==> config.mk <==
export PLATFORM = sky130hd
export DESIGN_NAME = serial_display_sequencer_flat
export DESIGN_NICKNAME = d
export VERILOG_FILES = /design/src/rtl/serial_display_sequencer_if.sv /design/src/rtl/serial_display_sequencer.sv /design/src/flat_wrapper.sv
export SDC_FILE = /design/constraint.sdc
export NUM_CORES = 1
export LEC_CHECK = 0
export CAP_MARGIN = 5
export CELL_PAD_IN_SITES_DETAIL_PLACEMENT = 0
export CELL_PAD_IN_SITES_GLOBAL_PLACEMENT = 1
export CORE_AREA = 5 5 84 105
export DETAILED_ROUTE_END_ITERATION = 8
export DIE_AREA = 0 0 89 110
export HOLD_SLACK_MARGIN = 0.08
export PLACE_DENSITY = 0.9
export RECOVER_POWER = 25
export SLEW_MARGIN = 0
export SYNTH_ARGS = -nofsm -noshare
export SYNTH_HDL_FRONTEND = slang
export SYNTH_SLANG_ARGS = --single-unit
==> constraint.sdc <==
create_clock -name i_clk -period 3.6 [get_ports i_clk]
set_input_delay 0.54 -clock i_clk [delete_from_list [all_inputs] [get_ports i_clk]]
set_output_delay 0.54 -clock i_clk [all_outputs]
set_load 0.1 [all_outputs]
==> src/rtl/serial_display_sequencer_if.sv <==
// Client-side handshake and serial display bus for serial_display_sequencer.
// i_blank_mask exists only when DISPLAY_BLANK_EN is defined.
interface serial_display_sequencer_if #(
  parameter int unsigned NUM_BITS = 32
);
  logic                i_en;
  logic                i_req;
  logic [NUM_BITS-1:0] i_data;
`ifdef DISPLAY_BLANK_EN
  logic [3:0]          i_blank_mask;
`endif
  logic                o_busy;
  logic                o_done;
  logic                o_serial_data;
  logic                o_serial_latch;
  logic                o_serial_clk;

  modport master (
`ifdef DISPLAY_BLANK_EN
    output i_blank_mask,
`endif
    output i_en, i_req, i_data,
    input  o_busy, o_done, o_serial_data, o_serial_latch, o_serial_clk
  );

  modport slave (
`ifdef DISPLAY_BLANK_EN
    input  i_blank_mask,
`endif
    input  i_en, i_req, i_data,
    output o_busy, o_done, o_serial_data, o_serial_latch, o_serial_clk
  );
endinterface

==> src/rtl/serial_display_sequencer.sv <==
// Shifts 32-bit segment frames MSB-first onto a 3-wire data/latch/clk display chain.
// Optional per-digit blanking when DISPLAY_BLANK_EN is defined.
module serial_display_sequencer #(
  parameter int unsigned SYS_CLK_HZ   = 5_000_000,
  parameter int unsigned SHIFT_CLK_HZ = 1_000_000,
  parameter int unsigned NUM_BITS     = 32
) (
  input  logic                     i_clk,
  input  logic                     i_reset_n,
  serial_display_sequencer_if.slave bus
);
  localparam int unsigned DIV_RAW = SYS_CLK_HZ / (2 * SHIFT_CLK_HZ);
  localparam int unsigned DIV     = (DIV_RAW < 1) ? 1 : DIV_RAW;
  localparam int unsigned PH_W    = $clog2(DIV) + 1;
  localparam int unsigned BIT_W   = $clog2(NUM_BITS) + 1;
  localparam logic [PH_W-1:0]  PH_LAST  = PH_W'(DIV - 1);
  localparam logic [BIT_W-1:0] BIT_LAST = BIT_W'(NUM_BITS - 1);

  typedef enum logic [1:0] {S_IDLE, S_SHIFT, S_LATCH, S_DONE} state_t;

  state_t              state_q, state_d;
  logic [NUM_BITS-1:0] shift_q, shift_d;
  logic [NUM_BITS-1:0] hold_q, hold_d;
  logic                pending_q, pending_d;
  logic [PH_W-1:0]     phase_q, phase_d;
  logic [BIT_W-1:0]    bit_q, bit_d;
  logic                clk_hi_q, clk_hi_d;
  logic [NUM_BITS-1:0] frame_in;

`ifdef DISPLAY_BLANK_EN
  always_comb begin
    frame_in = bus.i_data;
    for (int unsigned n = 0; n < NUM_BITS / 8 && n < 4; n++) begin
      if (bus.i_blank_mask[n]) frame_in[8*n +: 8] = '0;
    end
  end
`else
  always_comb frame_in = bus.i_data;
`endif

  // All state advances only on enabled cycles, so i_en=0 freezes everything.
  always_ff @(posedge i_clk or negedge i_reset_n) begin
    if (!i_reset_n) begin
      state_q   <= S_IDLE;
      shift_q   <= '0;
      hold_q    <= '0;
      pending_q <= 1'b0;
      phase_q   <= '0;
      bit_q     <= '0;
      clk_hi_q  <= 1'b0;
    end else if (bus.i_en) begin
      state_q   <= state_d;
      shift_q   <= shift_d;
      hold_q    <= hold_d;
      pending_q <= pending_d;
      phase_q   <= phase_d;
      bit_q     <= bit_d;
      clk_hi_q  <= clk_hi_d;
    end
  end

  always_comb begin
    state_d   = state_q;
    shift_d   = shift_q;
    hold_d    = hold_q;
    pending_d = pending_q;
    phase_d   = phase_q;
    bit_d     = bit_q;
    clk_hi_d  = clk_hi_q;
    case (state_q)
      S_IDLE: begin
        if (bus.i_req) begin
          shift_d  = frame_in;
          phase_d  = '0;
          bit_d    = '0;
          clk_hi_d = 1'b0;
          state_d  = S_SHIFT;
        end
      end
      S_SHIFT: begin
        if (bus.i_req) begin
          hold_d    = frame_in;
          pending_d = 1'b1;
        end
        if (phase_q == PH_LAST) begin
          phase_d  = '0;
          clk_hi_d = !clk_hi_q;
          // End of the high phase: advance to the next bit so data changes with clk low.
          if (clk_hi_q) begin
            shift_d = {shift_q[NUM_BITS-2:0], 1'b0};
            if (bit_q == BIT_LAST) begin
              bit_d   = '0;
              state_d = S_LATCH;
            end else begin
              bit_d = bit_q + BIT_W'(1);
            end
          end
        end else begin
          phase_d = phase_q + PH_W'(1);
        end
      end
      S_LATCH: begin
        if (bus.i_req) begin
          hold_d    = frame_in;
          pending_d = 1'b1;
        end
        if (phase_q == PH_LAST) begin
          phase_d = '0;
          state_d = S_DONE;
        end else begin
          phase_d = phase_q + PH_W'(1);
        end
      end
      S_DONE: begin
        // A request arriving in DONE is newer than the hold register, so it wins.
        if (bus.i_req || pending_q) begin
          shift_d   = bus.i_req ? frame_in : hold_q;
          pending_d = 1'b0;
          phase_d   = '0;
          bit_d     = '0;
          clk_hi_d  = 1'b0;
          state_d   = S_SHIFT;
        end else begin
          state_d = S_IDLE;
        end
      end
      default: state_d = S_IDLE;
    endcase
  end

  always_comb begin
    bus.o_busy         = (state_q == S_SHIFT) || (state_q == S_LATCH);
    bus.o_done         = (state_q == S_DONE);
    bus.o_serial_clk   = (state_q == S_SHIFT) && clk_hi_q;
    bus.o_serial_data  = (state_q == S_SHIFT) && shift_q[NUM_BITS-1];
    bus.o_serial_latch = (state_q == S_LATCH);
  end
endmodule

==> src/flat_wrapper.sv <==
// flat-port wrapper written by rule: the top's interface ports become plain ports
module serial_display_sequencer_flat 
#(
  parameter int unsigned SYS_CLK_HZ   = 5_000_000,
  parameter int unsigned SHIFT_CLK_HZ = 1_000_000,
  parameter int unsigned NUM_BITS     = 32
)
  (i_clk, i_reset_n, bus_i_en, bus_i_req, bus_i_data, bus_o_busy, bus_o_done, bus_o_serial_data, bus_o_serial_latch, bus_o_serial_clk);
  serial_display_sequencer_if #(.NUM_BITS(NUM_BITS)) bus_i ();
  input  logic i_clk;
  input  logic i_reset_n;
  input wire logic [$bits(bus_i.i_en)-1:0] bus_i_en;
  input wire logic [$bits(bus_i.i_req)-1:0] bus_i_req;
  input wire logic [$bits(bus_i.i_data)-1:0] bus_i_data;
  output wire logic [$bits(bus_i.o_busy)-1:0] bus_o_busy;
  output wire logic [$bits(bus_i.o_done)-1:0] bus_o_done;
  output wire logic [$bits(bus_i.o_serial_data)-1:0] bus_o_serial_data;
  output wire logic [$bits(bus_i.o_serial_latch)-1:0] bus_o_serial_latch;
  output wire logic [$bits(bus_i.o_serial_clk)-1:0] bus_o_serial_clk;
  assign bus_i.i_en = bus_i_en;
  assign bus_i.i_req = bus_i_req;
  assign bus_i.i_data = bus_i_data;
  assign bus_o_busy = bus_i.o_busy;
  assign bus_o_done = bus_i.o_done;
  assign bus_o_serial_data = bus_i.o_serial_data;
  assign bus_o_serial_latch = bus_i.o_serial_latch;
  assign bus_o_serial_clk = bus_i.o_serial_clk;
  serial_display_sequencer #(.SYS_CLK_HZ(SYS_CLK_HZ), .SHIFT_CLK_HZ(SHIFT_CLK_HZ), .NUM_BITS(NUM_BITS)) u_core (.i_clk(i_clk), .i_reset_n(i_reset_n), .bus(bus_i));
endmodule
==> impl_metrics.csv <==
group,metric,value,unit
route,drt-vias-per-instance,6.07,
worst_setup_path,cp.required,3.82,ns
finish,layout-drive-gt1-share,19.5,%
timing,worstMarginPinSlew,1.33,ns
floorplanning,die_w,89,µm
synth,synth_area_leaders,"dfrtp_1 (53%), mux2_2 (10%), a222oi_1 (7.5%), o21ai_0 (5.6%), o21ai_1 (4.6%)",
timing,fmax,382,MHz
timing,setup_violations,0,
cts,cts-resized-gates,0,
synth,netlist.top_cell.by_area,"dfrtp_1",
outcome,outcome,"complete, no violations",
synth,ys_ff_latch,76,
cts,post-cts-setup-buffers,0,
floorplanning,rows,36,
synth,ys_seq_area_share,52.8,%
synth,ys_types,44,
placement,dp.cells,429,
timing,finalClockSkew,0.0109,ns
synth,synth_cells,311,
synth,synth.most_common_cell,"dfrtp_1",
synth,yosysTopAreaCellShare,52.8,%
cts,cts_tree,"done",
job,maxCapViolCount,0,
synth,syn_avg_cell_area,11.6,µm²
timing,finalCritPeriodShare,72.7,%
pwr,ir_drop,0.994,mV
worst_setup_path,timing.rr.start,"u_core.state_q[0]",
synth,synth_edf_count,0,
worst_setup_path,crit_type,"in -> reg",
pwr,p_leak,1.73,nW
floorplanning,core,7700,µm²
placement,gp_congestion,0.774,
timing,max_slew_margin,11.6,%
worst_setup_path,endpoint_kind,"register",
route,vias,2694,
floorplanning,initial_utilization,46.8,%
grt,grt_first_pass_wirelength,13.1,mm
timing,slew_viol_final,0,
floorplanning,die_h,110,µm
timing,fin_crit,2.62,ns
worst_setup_path,path_max_fanout,28,
synth,ys_warn_count,0,
route,drt_iter0_markers,259,
placement,portBuffers,40,
pwr,power_density,925,nW/µm²
synth,synthesis.nets,352,
cts,cts.reportedPaths.clkPinSlew,0.08,ns
timing,rsz0062_at_grt,"no",
finish,area_delta_synth_final,17.9,%
cts,cts_buffers,9,
cts,clk_latency,0.35,ns
finish,antennaDiodeCount,0,
timing,finalSetupTns,0,ns
synth,synthArstFlopShare,100,%
route,route.detailed.drc,0,
timing,finalHoldViolCount,0,
worst_setup_path,rrSetupSlack,1.20,ns
cts,clock-root-buffer,"clkbuf_8",
worst_setup_path,arrival,2.84,ns
cts,ctsHoldBuffers,0,
route,routedWlPerCell,17.4,µm
floorplanning,io_pins,41,
cts,cts_max_path_buffers,2,
grt,grtUsageTotal,17.3,%
cts,clock_sinks,76,
grt,antenna_found_initial,0,
synth,syn-cell-area,3600,µm²
worst_setup_path,critPathLaunchType,"input port",
worst_setup_path,worstSetupStartpoint,"bus_i_req",
placement,hpwlAfterDp,4.90,mm
floorplanning,dieArea,9790,µm²
cts,h-tree-depth,3,
finish,fin_nets,386,
route,postRouteAntennaNets,0,
finish,final_cells,444,
route,drt_pass1_iterations,6,
grt,grt_pass1_vias,2706,
synth,synth_ff_type,"dfrtp_1",
grt,grt_max_degree,45,
min_path,hp-class,"in -> async",
grt,grt-ovfl-total,0,
synth,synthTopCellsByCount,"dfrtp_1 (76), o21ai_0 (40), mux2_2 (33), o21ai_1 (33), a222oi_1 (27)",
route,wirelength,7.72,mm
## worst max-delay path, cell delays in order
cell and delay (ns):
clkdlybuf4s50_1 0.63, nand2b_1 0.30, o2111ai_4 0.20, or2_1 0.77, buf_4 0.31, o21ai_1 0.09
## final cells by class
type | count | area [µm²]
Sequential cell | 76 | 1900
Multi-Input combinational cell | 203 | 1540
Clock buffer | 11 | 141
Inverter | 6 | 22.5
Tap cell | 95 | 119
Clock inverter | 4 | 73.8
Timing Repair Buffer | 49 | 445
Fill cell | 672 | 3460
## cells by family (layout without fill, tap and decap cells)
kind of cell	Yosys count	count (layout)	synth area share, %
simple gates	41	41	6.74
fa+ha+maj	5	5	1.74
buf+inv	32	70	4.48
compound gates	119	119	22.5
mux	38	38	11.7
flops	76	76	52.8
## placed cells by master, fill, tap and decap left out, types with 2 or more instances in the layout
| cell | synthesis | routed |
|---|---|---|
| a221oi_1 | 4 | 4 |
| a222oi_1 | 27 | 27 |
| and2_1 | 3 | 3 |
| buf_4 | 1 | 13 |
| bufinv_16 | 0 | 2 |
| clkbuf_1 | 15 | 3 |
| clkbuf_8 | 0 | 10 |
| clkdlybuf4s50_1 | 0 | 34 |
| dfrtp_1 | 76 | 76 |
| ha_1 | 5 | 5 |
| inv_1 | 5 | 5 |
| mux2_2 | 33 | 33 |
| mux2i_1 | 5 | 5 |
| nand2_1 | 5 | 5 |
| nand2b_1 | 2 | 2 |
| nand3_1 | 5 | 5 |
| nand3b_1 | 4 | 4 |
| nor2_1 | 8 | 8 |
| nor4_1 | 2 | 2 |
| o211ai_1 | 3 | 3 |
| o21ai_0 | 40 | 40 |
| o21ai_1 | 33 | 33 |
| o31a_1 | 2 | 2 |
## per-stage QoR
| stage | power [mW] | cell area, µm² | setup WS, ns | hold slack [ns] | utilization [%] |
|---|---|---|---|---|---|
| after floorplan | 2.85 | 3600 | 0.953 | 0.244 | - |
| after global placement | 3.18 | 4040 | 0.634 | 0.486 | 52.4 |
| after detailed placement | 3.25 | 4040 | 0.583 | 0.493 | 52.4 |
| after CTS | 3.97 | 4250 | 0.953 | 0.136 | 55.2 |
| after global routing | 4.22 | 4250 | 0.813 | 0.471 | 55.1 |
| final | 3.93 | 4250 | 0.982 | 0.389 | 55.1 |
## flip-flops by register name (all words and copies together), names as in the netlist
name and flops:
u_core.phase_q 2, u_core.hold_q 32, u_core.bit_q 6, u_core.shift_q 32, u_core.clk_hi_q 1, u_core.pending_q 1
u_core.state_q 2
## where the power goes
group	switching (mW)	internal, mW	total [mW]	leakage (nW)
logic	1.04	0.691	1.73	0.688
registers	0.227	1.26	1.49	0.934
clock network	0.305	0.406	0.711	0.109
total	1.57	2.35	3.93	1.73
## per-layer routing
metal  vias up  part of all wire, %  global-route usage (%)
met1      1339                   44                    22.9
li1       1274                    -                       -
met2        70                   50                    28.0
met5         -                    0                       0
met3        11                  5.0                    3.64
met4         0                  1.7                    6.49
## worst paths after layout
path / end / depth (start not counted)
hold / removal: u_core.hold_q[18] / 1
min in group i_clk: u_core.hold_q[31] / 1
setup / recovery: u_core.shift_q[8] / 6
setup reg to reg: u_core.shift_q[8] / 7
hold reg to reg: u_core.hold_q[31] / 1
max in group asynchronous: u_core.pending_q / 2
Power figures use the tool's default switching activity.
